--- config.mk ---
export PLATFORM = sky130hd
export DESIGN_NAME = pifo_calendar
export DESIGN_NICKNAME = d
export VERILOG_FILES = /design/src/rtl/pifo_calendar_pkg.sv /design/src/rtl/pifo_calendar_slot.sv /design/src/rtl/pifo_calendar.sv
export SDC_FILE = /design/constraint.sdc
export NUM_CORES = 1
export LEC_CHECK = 0
export BUFFER_PORTS_ARGS = -buffer_cell sky130_fd_sc_hd__clkbuf_2
export CAP_MARGIN = 20
export CORE_AREA = 2 2 223 225
export DETAILED_ROUTE_END_ITERATION = 10
export DIE_AREA = 0 0 225 227
export PLACE_DENSITY = 0.89
export SKIP_LAST_GASP = 1
export SYNTH_ARGS = -nofsm -noshare
export SYNTH_HDL_FRONTEND = slang
export SYNTH_HIERARCHICAL = 1
export SYNTH_SLANG_ARGS = --single-unit
--- constraint.sdc ---
create_clock -name clk -period 18.1 [get_ports clk]
set_input_delay 2.715 -clock clk [delete_from_list [all_inputs] [get_ports clk]]
set_output_delay 2.715 -clock clk [all_outputs]
set_load 0.01 [all_outputs]
--- src/rtl/pifo_calendar_pkg.sv ---
// pifo_calendar_pkg
//   Shared types and helpers for the root PIFO calendar.
//   - entry_t        : one calendar slot {valid, rank, addr}
//   - INFO_* slices  : field positions inside the packed {rank, addr} info word
//   - rank_key_gt()  : wrap-aware rank comparison against a virtual-time base
package pifo_calendar_pkg;

  localparam int PIFO_RANK_WIDTH   = 16;
  localparam int BUFFER_ADDR_WIDTH = 12;
  localparam int PIFO_INFO_WIDTH   = PIFO_RANK_WIDTH + BUFFER_ADDR_WIDTH;

  localparam int INFO_ADDR_LSB = 0;
  localparam int INFO_ADDR_MSB = BUFFER_ADDR_WIDTH - 1;
  localparam int INFO_RANK_LSB = BUFFER_ADDR_WIDTH;
  localparam int INFO_RANK_MSB = PIFO_RANK_WIDTH + BUFFER_ADDR_WIDTH - 1;

  typedef logic [PIFO_RANK_WIDTH-1:0]   rank_t;
  typedef logic [BUFFER_ADDR_WIDTH-1:0] addr_t;

  typedef struct packed {
    logic  valid;
    rank_t rank;
    addr_t addr;
  } entry_t;

  // Ranks are ordered by their distance ahead of the current virtual time,
  // so a rank that has numerically wrapped past zero still sorts after one
  // just below the wrap point.
  function automatic logic rank_key_gt(rank_t a, rank_t b, rank_t base);
    rank_t key_a;
    rank_t key_b;
    key_a = a - base;
    key_b = b - base;
    return key_a > key_b;
  endfunction

endpackage

--- src/rtl/pifo_calendar_slot.sv ---
// pifo_calendar_slot
//   One register of the calendar shift array.
//   Ports:
//     clk, rstn    : clock, asynchronous active-low reset
//     prev_slot    : neighbour toward the head (source when shifting down)
//     next_slot    : neighbour toward the tail (source when shifting up)
//     new_entry    : entry being inserted this cycle
//     insert_here  : load new_entry
//     shift_down   : load prev_slot (make room for an insert ahead of us)
//     shift_up     : load next_slot (close the gap left by a pop)
//     slot         : registered slot contents
//     slot_next    : value the slot takes at the next edge
module pifo_calendar_slot
  import pifo_calendar_pkg::*;
(
  input  logic   clk,
  input  logic   rstn,
  input  entry_t prev_slot,
  input  entry_t next_slot,
  input  entry_t new_entry,
  input  logic   insert_here,
  input  logic   shift_down,
  input  logic   shift_up,
  output entry_t slot,
  output entry_t slot_next
);

  always_comb begin
    slot_next = slot;
    if (insert_here) begin
      slot_next = new_entry;
    end else if (shift_down) begin
      slot_next = prev_slot;
    end else if (shift_up) begin
      slot_next = next_slot;
    end
  end

  always_ff @(posedge clk or negedge rstn) begin
    if (!rstn) begin
      slot <= '0;
    end else begin
      slot <= slot_next;
    end
  end

endmodule

--- src/rtl/pifo_calendar.sv ---
// pifo_calendar
//   Root-level PIFO calendar: a sorted shift-register array of {rank, addr}
//   entries, smallest wrap-relative rank at the head. Supports insert, pop,
//   and insert+pop in the same cycle.
//   Ports:
//     clk, rstn                : clock, asynchronous active-low reset
//     s_axis_pifo_info_root    : entry to insert, {rank, buffer address}
//     s_axis_insert_en         : insert request
//     s_axis_pop_en            : pop request
//     s_axis_global_pifo       : virtual-time base for rank comparison
//     m_axis_pifo_calendar_top : registered head entry {rank, addr}, 0 if empty
//     m_axis_buffer_addr       : address of the most recently popped entry
//     m_axis_calendar_full     : count == PIFO_CALENDAR_SIZE
//     m_axis_calendar_count    : number of valid entries
//   Rank and address widths come from pifo_calendar_pkg.
module pifo_calendar
  import pifo_calendar_pkg::*;
#(
  parameter int PIFO_CALENDAR_SIZE        = 10,
  parameter int PIFO_CALENDAR_INDEX_WIDTH = 4
) (
  input  logic                                 clk,
  input  logic                                 rstn,
  input  logic [PIFO_INFO_WIDTH-1:0]           s_axis_pifo_info_root,
  input  logic                                 s_axis_insert_en,
  input  logic                                 s_axis_pop_en,
  input  logic [PIFO_RANK_WIDTH-1:0]           s_axis_global_pifo,
  output logic [PIFO_INFO_WIDTH-1:0]           m_axis_pifo_calendar_top,
  output logic [BUFFER_ADDR_WIDTH-1:0]         m_axis_buffer_addr,
  output logic                                 m_axis_calendar_full,
  output logic [PIFO_CALENDAR_INDEX_WIDTH-1:0] m_axis_calendar_count
);

  localparam int SIZE = PIFO_CALENDAR_SIZE;
  localparam int IW   = PIFO_CALENDAR_INDEX_WIDTH;
  typedef logic [IW-1:0] idx_t;
  localparam idx_t SIZE_C = idx_t'(SIZE);

  entry_t slots      [SIZE];
  entry_t slots_next [SIZE];
  entry_t prev_of    [SIZE];
  entry_t next_of    [SIZE];
  entry_t new_entry;

  logic [SIZE-1:0] gt;
  logic [SIZE-1:0] insert_here;
  logic [SIZE-1:0] shift_down;
  logic [SIZE-1:0] shift_up;

  logic do_pop;
  logic do_ins;
  idx_t ins_idx;
  idx_t ins_idx_pop;
  idx_t count_q;
  idx_t count_next;
  logic full_q;
  logic [PIFO_INFO_WIDTH-1:0] top_q;
  addr_t buf_addr_q;

  assign new_entry = '{valid: 1'b1,
                       rank:  s_axis_pifo_info_root[INFO_RANK_MSB:INFO_RANK_LSB],
                       addr:  s_axis_pifo_info_root[INFO_ADDR_MSB:INFO_ADDR_LSB]};

  // Neighbour wiring; the ends of the array see an empty slot.
  always_comb begin
    prev_of[0]      = '0;
    next_of[SIZE-1] = '0;
    for (int i = 1; i < SIZE; i++) begin
      prev_of[i] = slots[i-1];
    end
    for (int i = 0; i < SIZE - 1; i++) begin
      next_of[i] = slots[i+1];
    end
  end

  // gt[i]: slot i sorts strictly after the incoming entry. Equal keys are
  // not "greater", which places the new entry behind them (FIFO on ties).
  always_comb begin
    gt = '0;
    for (int i = 0; i < SIZE; i++) begin
      gt[i] = slots[i].valid &&
              rank_key_gt(slots[i].rank, new_entry.rank, s_axis_global_pifo);
    end
  end

  // ins_idx is the landing slot for a plain insert. ins_idx_pop is the
  // landing slot when the head leaves in the same cycle: search from slot 1
  // and subtract one because everything ahead of it moves up.
  always_comb begin
    ins_idx     = count_q;
    ins_idx_pop = count_q - idx_t'(1);
    for (int i = SIZE - 1; i >= 0; i--) begin
      if (gt[i]) ins_idx = idx_t'(i);
    end
    for (int i = SIZE - 1; i >= 1; i--) begin
      if (gt[i]) ins_idx_pop = idx_t'(i - 1);
    end
  end

  // A pop on an empty calendar is ignored; an insert is dropped only when
  // the calendar is full and no pop frees a slot in the same cycle.
  always_comb begin
    do_pop = s_axis_pop_en && (count_q != '0);
    do_ins = s_axis_insert_en && (do_pop || (count_q != SIZE_C));
  end

  always_comb begin
    insert_here = '0;
    shift_down  = '0;
    shift_up    = '0;
    for (int i = 0; i < SIZE; i++) begin
      if (do_pop && do_ins) begin
        if (idx_t'(i) < ins_idx_pop) begin
          shift_up[i] = 1'b1;
        end else if (idx_t'(i) == ins_idx_pop) begin
          insert_here[i] = 1'b1;
        end
      end else if (do_pop) begin
        shift_up[i] = 1'b1;
      end else if (do_ins) begin
        if (idx_t'(i) == ins_idx) begin
          insert_here[i] = 1'b1;
        end else if (idx_t'(i) > ins_idx) begin
          shift_down[i] = 1'b1;
        end
      end
    end
  end

  for (genvar g = 0; g < SIZE; g++) begin : g_slot
    pifo_calendar_slot u_slot (
      .clk         (clk),
      .rstn        (rstn),
      .prev_slot   (prev_of[g]),
      .next_slot   (next_of[g]),
      .new_entry   (new_entry),
      .insert_here (insert_here[g]),
      .shift_down  (shift_down[g]),
      .shift_up    (shift_up[g]),
      .slot        (slots[g]),
      .slot_next   (slots_next[g])
    );
  end

  always_comb begin
    count_next = count_q;
    if (do_pop && !do_ins) begin
      count_next = count_q - idx_t'(1);
    end else if (do_ins && !do_pop) begin
      count_next = count_q + idx_t'(1);
    end
  end

  // Head register tracks the slot-0 value being written this edge so that
  // it stays aligned with count and full.
  always_ff @(posedge clk or negedge rstn) begin
    if (!rstn) begin
      count_q    <= '0;
      full_q     <= 1'b0;
      top_q      <= '0;
      buf_addr_q <= '0;
    end else begin
      count_q <= count_next;
      full_q  <= (count_next == SIZE_C);
      top_q   <= slots_next[0].valid ? {slots_next[0].rank, slots_next[0].addr} : '0;
      if (do_pop) begin
        buf_addr_q <= slots[0].addr;
      end
    end
  end

  assign m_axis_pifo_calendar_top = top_q;
  assign m_axis_buffer_addr       = buf_addr_q;
  assign m_axis_calendar_full     = full_q;
  assign m_axis_calendar_count    = count_q;

endmodule

After elaboration in Yosys (flattened, before gate mapping)
Index checks and enable logic that the tools add are counted.

operators by class
  $add $sub $neg = 13
  reductions and logical operators = 30
  $lt $le $gt $ge = 30
  multiplexer cells = 183
  equal/unequal tests = 20

operators by type and width
  cell                                                          number
  two-way mux 29 bit                                            30
  subtractor 16 bit                                             11
  greater-than comparator 16 bit                                10
  two-way mux 1 bit                                             131
  two-way mux 4 bit                                             21
  equality test 3 x 4 -> 1 bit, first input constant            8
  two-way mux 28 bit                                            1
  nonzero test 3 bit                                            9
  equality test 2 x 4 -> 1 bit, first input constant            4
  equality test 4 bit, first input constant                     4
  greater-than comparator 3 x 4 -> 1 bit, first input constant  4
  less-than comparator 3 x 4 -> 1 bit, first input constant     4
  logical AND 1 bit                                             15
  equality test 1 x 4 -> 1 bit, first input constant            2
  greater-than comparator 1 x 4 -> 1 bit, first input constant  2
  greater-than comparator 2 x 4 -> 1 bit, first input constant  2
  greater-than comparator 4 bit, first input constant           2
  zero test 4 bit                                               2
  less-than comparator 1 x 4 -> 1 bit, first input constant     2
  less-than comparator 2 x 4 -> 1 bit, first input constant     2
  less-than comparator 4 bit, first input constant              2
  adder 4 x 1 -> 4 bit, second input constant                   1
  equality test 4 bit, second input constant                    1
  != test 4 bit, second input constant                          1
  other kinds (4)                                               5

storage, ports and cells
  logic and storage cells = 310
  input bits = 48
  output and inout bits = 45
  flip-flop bits (word level) = 335

Depth between registers and ports, before layout
Gate-level depths: netlist of run 1.

  depth after elaboration = 22
  mapped depth = 33
  gate-level depth less buffers = 30

Modules after synthesis
Netlist of run 1, hierarchy kept.

modules (own cells, without submodules)
  module              seq. area each (um2)  area each (um2)  cells each  times used
  pifo_calendar_slot  725.7                 1793.0           161         10
  pifo_calendar       1126.1                13503.0          1707        1

Least setup slack after synthesis of run 1
OpenSTA, ideal clock, no wires.

  kind = in2reg
  start point = input port s_axis_global_pifo[1]
  end point = register top_q[26], in the netlist m_axis_pifo_calendar_top[26]
  cell stages on the path = 28
  data required time = 18034 ps
  path buffers = 3
  path slack = 8773 ps
  arrival time = 9261 ps
  library setup time = 66 ps
  path through = inv_1 ha_1 nor2b_1 o31ai_2 a21oi_2 o21a_1 o21ai_0 a21oi_1 o21ai_0 nand2b_1 xnor2_1 ha_1 a21oi_1 nor2b_1 o21ai_0 nand2b_1 a41o_1 o211a_1 clkbuf_1 nor3_2 or4b_1 a21o_1 o32ai_2 nor2_1 buf_2 a211oi_1 clkbuf_1 and2_1

RTL lines
  item                    line                  source
  start: declaration      pifo_calendar.sv:27   input logic [PIFO_RANK_WIDTH-1:0] s_axis_global_pifo,
  end signal: assignment  pifo_calendar.sv:165  top_q <= slots_next[0].valid ? {slots_next[0].rank, slots_next[0].addr} : '0;
  end: declaration        pifo_calendar.sv:57   logic [PIFO_INFO_WIDTH-1:0] top_q;

==> results.txt, run 1 <==
WP data arrival = 10.60 ns
Routed WL = 93300 um
Syn Std Cell Area = 31400 um2
asr flop ratio synth = 100%
number of antenna-violating nets in the routed design = 0
crit-path max cell delay = 0.81 ns
startpoint class of the critical path = input port
CTS Sinks = 335
GR Overflow Total = 0
Worst-path clk slew = 0.06 ns
Max Slew Vio Count = 0
# Max-Cap Violations = 0
largest net degree at the start of global routing = 117
area of the die = 51100 um2
Max Freq = 0.0983 GHz
Root Driver = clkbuf_16
FP Rows = 81
Max Fanout on Critical Path = 59
setup TNS = 0 ns
Yosys reg bits = 335
fillcell total = 3550
DRC = 0
final net count = 3771
path type of the worst min-delay path = reg -> reg
clock skew = 0.0230 ns
IO buf count = 92
clock tree buffer depth = 3
H-Tree Depth = 2
hold buffer count at cts = 0
Worst Tran Pin Value = 1.12 ns
GP Congestion = 1.08
Post-synth EDFFs = 0
core region area = 48500 um2
Yosys cell types = 100
setup violators final = 0
Total GRT Usage = 36.5%
setup bufs post-CTS = 0
Initial Util = 64.7%
total number of vias = 27700
status = finished clean
synthesized instance count = 3317
Worst-Skew Late Latency = 0.58 ns
Final min period = 10.17 ns
CTS buffer count = 39
sequential area share after synthesis = 26.7%
Synth Flop Type = dfrtp_1
Ports = 93
routed vias/inst = 6.83
antenna violations before repair = 0
dominant cell type by area after synthesis = dfrtp_1
Hold Vio Cnt, Final = 0
Top cell by count, worst path = buf_4
crit end category = flop
diodes inserted = 0
RSZ-0062 raised after global routing = false
Setup CP Type = in -> reg
Worst EP required = 18.53 ns
Post-DP HPWL = 66400 um
routed len/inst = 23.0 um
top post-synthesis cells by area = dfrtp_1 (27%), ha_1 (12%), mux2i_1 (9.3%)
layout cell share with drive strength beyond 1 = 11.5%
vias in the first global route = 27500
first-pass GRT wire length = 147000 um
Synth Warn # = 6
fin crit share = 56.2%
Avg Synthesized Cell Area = 9.48 um2
Layout area overhead = 7.87%
Die Span X = 225 um
TritonRoute pass-1 iters = 6
CTS tree = done
post-cts resize count = 0
Die Y = 227 um
starting DRC count in detailed routing = 2814
CP max stage cell = a311oi_1
post-synth top area share = 26.7%
Rel. slew slack = 25.0%
-- cell usage after synthesis (9+ instances only) --
library cell	n
dfrtp_1	335
nor2b_1	322
ha_1	310
nor3b_1	294
mux2i_1	293
a211oi_1	186
a21oi_1	137
nor2_1	128
nand2_1	118
a211oi_2	115
xnor2_1	109
o21ai_0	105
inv_1	101
a21o_1	70
buf_2	62
clkbuf_1	55
nand2b_1	45
o21a_1	41
xor2_1	40
and2_1	39
nor3_1	32
nand4_1	31
nand3_1	30
buf_6	22
buf_4	20
and3_1	17
a31oi_1	16
o211ai_1	14
o21bai_1	14
a211o_1	13
a21boi_0	13
a221oi_1	12
fa_1	11
or3_1	11
buf_12	10
o22ai_1	10
o31a_1	9
-- sequential cells by signal, indices dropped and copies added, names as in the netlist --
| signal | cells |
|---|---|
| g_slot.u_slot/slot | 290 |
| m_axis_calendar_count | 4 |
| m_axis_pifo_calendar_top | 28 |
| m_axis_calendar_full | 1 |
| m_axis_buffer_addr | 12 |
-- worst paths after layout --
check                                           from                   endpoint  slack (ns)  cells after the start
max                            s_axis_global_pifo[1]   g_slot[3].u_slot/slot[3]        7.93                     31
min                            m_axis_buffer_addr[9]      m_axis_buffer_addr[9]        0.48                      2
max reg2reg                g_slot[3].u_slot/slot[13]   g_slot[3].u_slot/slot[3]       10.12                     28
min reg2reg                    m_axis_buffer_addr[9]      m_axis_buffer_addr[9]        0.48                      2
max in group asynchronous                       rstn  g_slot[9].u_slot/slot[24]       13.82                      3
min in group asynchronous                       rstn      m_axis_buffer_addr[7]        2.19                      1
-- cell families (layout without fill, tap and decap cells) --
group,Yosys count,count (layout),synth area share (%)
simple gates,1106,1106,21.3
compound gates,836,836,20.6
flops,335,335,26.7
fa+ha+maj,324,324,13.1
mux,294,294,9.37
buf+inv,271,317,4.76
xor+xnor,149,149,4.15
other cells,2,71,0.0239
-- area by class of cell --
type / count / area (um2) / area share, %
multi-input combinational: 2780 / 22100 / 65.2
sequential: 335 / 8380 / 24.7
clock buffer: 56 / 1160 / 3.43
timing repair buffer: 144 / 881 / 2.60
tap: 622 / 778 / 2.30
inverter: 102 / 383 / 1.13
clock inverter: 15 / 211 / 0.624
-- through the flow --
| step | setup WS (ns) | hold slack (ns) | cells | instance area [um2] | utilization, % |
|---|---|---|---|---|---|
| after detailed placement | 7.33 | 0.467 | 3980 | 32500 | 66.9 |
| after global routing | 7.31 | 0.507 | 4054 | 33900 | 69.8 |
| after global placement | 7.70 | 0.462 | 3980 | 32500 | 66.9 |
| final | 7.93 | 0.481 | 4054 | 33900 | 69.8 |
| after CTS | 7.90 | 0.482 | 4051 | 33900 | 69.8 |
| after floorplan | 8.77 | 0.461 | 3386 | 31700 | - |
-- per-layer routing --
layer | routed length, um | track usage, %
met1 | 38200 | 48.5
met3 | 9180 | 6.98
met5 | 0 | 0
met2 | 41100 | 57.1
met4 | 4810 | 18.6
-- placed cells by master (no fill, tap or decap), drive strengths merged, types with 12 or more instances in the layout --
master	synthesis	layout
dfrtp	335	335
nor2b	322	322
ha	310	310
a211oi	302	302
nor3b	295	295
mux2i	293	293
clkbuf	55	147
a21oi	138	138
nor2	131	131
nand2	118	118
o21ai	110	110
xnor2	109	109
inv	102	101
conb	2	71
a21o	70	70
buf	114	53
nand2b	45	45
o21a	41	41
xor2	40	40
and2	40	40
nor3	34	34
nand4	31	31
nand3	30	30
and3	17	17
a31oi	17	17
a21boi	16	16
o211ai	14	14
o21bai	14	14
a211o	13	13
a221oi	12	12
-- worst max-delay path: cells and delay by family --
| kind | cells | cell delay (ns) |
|---|---|---|
| buffers and inverters | 6 | 1.50 |
| multiplexers | 1 | 0.21 |
| adder cells (fa/ha/maj) | 2 | 0.62 |
| AND/OR/NAND/NOR | 8 | 1.44 |
| XOR/XNOR | 1 | 0.08 |
| AO/OA/AOI/OAI | 13 | 3.95 |
Power of run 1 is left out: the tool's default activity adds up to more than one toggle a clock period on the data nets, which glitch-free logic cannot reach.
==> run 2: changes to the inputs <==
==> constraint.sdc (replaced) <==
create_clock -name clk -period 10.65 [get_ports clk]
set_input_delay 1.5975 -clock clk [delete_from_list [all_inputs] [get_ports clk]]
set_output_delay 1.5975 -clock clk [all_outputs]
set_load 0.01 [all_outputs]
==> run 2 against run 1 <==
Compared with the run above:
- non-clock buffer count up 13
- register-to-register slack worse by 7.4 ns
- worst setup slack got worse by 6.7 ns
- critical path depth down 4
- final cell count is 0.22% higher
- wire length fell by 2.4%
- sequential share of layout area hardly changed
- worst hold slack got worse by 0.0039 ns
- critical path type unchanged
==> results.txt, run 2 (same netlist as run 1, synthesis figures left out) <==
Ports = 93
WP depth = 27
Rel. slew slack = 24.2%
GP Congestion = 0.999
Reg2Reg Launch Point = g_slot[3].u_slot/slot[13]
CTS Sinks = 335
Post-DP HPWL = 67900 um
Hold Crit Depth = 2
worst r2r path cells = 27
Die Span X = 225 um
Critical Path Source = s_axis_global_pifo[1]
commonest non-fill, non-tap cells in the layout = dfrtp_1 (335), nor2b_1 (322), ha_1 (310)
layout cell share with drive strength beyond 1 = 11.8%
Die Y = 227 um
Buffers & Inverters on Critical Path = 3
Setup CP Type = in -> reg
clock tree buffer depth = 3
routed len/inst = 22.4 um
starting DRC count in detailed routing = 2507
hold buffer count at cts = 0
vias in the first global route = 27000
total number of vias = 27200
crit end category = flop
first-pass GRT wire length = 145000 um
Biggest register = g_slot.u_slot/slot
path type of the worst min-delay path = reg -> reg
FP Rows = 81
CP max stage cell = a311oi_1
setup TNS = 0 ns
crit-path max cell delay = 0.75 ns
Worst-Skew Late Latency = 0.57 ns
core region area = 48500 um2
H-Tree Depth = 2
clock skew = 0.0226 ns
CTS buffer count = 37
Hold Vio Cnt, Final = 0
Root Driver = clkbuf_16
TritonRoute pass-1 iters = 6
DRC = 0
Total GRT Usage = 35.7%
final net count = 3782
diodes inserted = 0
hold_sp = m_axis_buffer_addr[8]
setup violators final = 0
Routed WL = 91100 um
RSZ-0062 raised after global routing = false
Initial Util = 64.7%
most common cell after layout, fill and taps aside = dfrtp_1
max reg flops = 290
startpoint class of the critical path = input port
Layout area overhead = 7.81%
Max Freq = 0.106 GHz
GR Overflow Total = 0
setup bufs post-CTS = 0
fillcell total = 3556
status = finished clean
Worst-path clk slew = 0.07 ns
Worst path top cell family by delay = compound AO/OA/AOI/OAI gates
Worst Tran Pin Value = 1.13 ns
post-cts resize count = 0
largest net degree at the start of global routing = 157
antenna violations before repair = 0
grt met1 use = 47.6%
WP data arrival = 9.83 ns
# Max-Cap Violations = 0
met2 Resource Use GR = 57.2%
Max Slew Vio Count = 0
fin crit share = 88.4%
GR peak layer = met2
area of the die = 51100 um2
Final min period = 9.41 ns
routed vias/inst = 6.68
post-layout util = 69.8%
Worst EP required = 11.07 ns
number of antenna-violating nets in the routed design = 0
met3 demand-to-capacity share in global routing = 7.11%
Max Fanout on Critical Path = 27
IO buf count = 92
CTS tree = done
==> run 2: cell types whose count changed in the layout (fill, tap and decap cells not counted) <==
| cell | before | now |
|---|---|---|
| buf_12 | 0 | 1 |
| buf_4 | 51 | 63 |
| buf_8 | 1 | 2 |
| clkinv_4 | 1 | 0 |
| buf_16 | 1 | 0 |
| inv_6 | 0 | 3 |
| clkinvlp_4 | 3 | 4 |
| clkbuf_8 | 8 | 6 |
| clkbuf_16 | 41 | 39 |
| bufinv_16 | 5 | 3 |
| clkbuf_1 | 7 | 6 |
==> run 2: per-layer routing <==
| layer | part of all wire (%) | wire [um] |
|---|---|---|
| met5 | 0 | 0 |
| met1 | 42 | 38500 |
| met2 | 45 | 40800 |
| met3 | 9.2 | 8340 |
| met4 | 3.9 | 3550 |
==> run 2: stage by stage <==
step | setup slack (ns) | hold slack [ns] | std cells | cell area, um2
6_report | 1.24 | 0.477 | 4063 | 33900
5_1_grt | 0.880 | 0.503 | 4063 | 33900
4_1_cts | 1.51 | 0.480 | 4063 | 33900
3_5_place_dp | 1.04 | 0.463 | 3996 | 32600
3_3_place_gp | 1.28 | 0.457 | 3995 | 32600
2_1_floorplan | 2.44 | 0.461 | 3386 | 31700
==> run 2: cell type report <==
type / instances / area (um2) / area share (%)
sequential: 335 / 8380 / 24.7
timing repair buffer: 157 / 978 / 2.89
inverter: 102 / 383 / 1.13
clock inverter: 16 / 176 / 0.521
tap: 622 / 778 / 2.30
clock buffer: 51 / 1080 / 3.19
multi-input combinational: 2780 / 22100 / 65.2
==> run 2: tightest hold or removal path, delay by kind of cell (launching register included) <==
kind	cells	cell delay (ns)
flip-flops	1	0.34
AND/OR/NAND/NOR	2	0.10
==> run 2: path summary, 6_finish.rpt <==
path	endpoint	slack (ns)
max in group asynchronous	g_slot[8].u_slot/slot[2]	7.97
min	m_axis_buffer_addr[8]	0.48
max reg2reg	g_slot[6].u_slot/slot[5]	2.77
max	g_slot[6].u_slot/slot[5]	1.24
min reg2reg	m_axis_buffer_addr[8]	0.48
min in group asynchronous	m_axis_buffer_addr[9]	1.06
Power of run 2 is left out for the same reason.
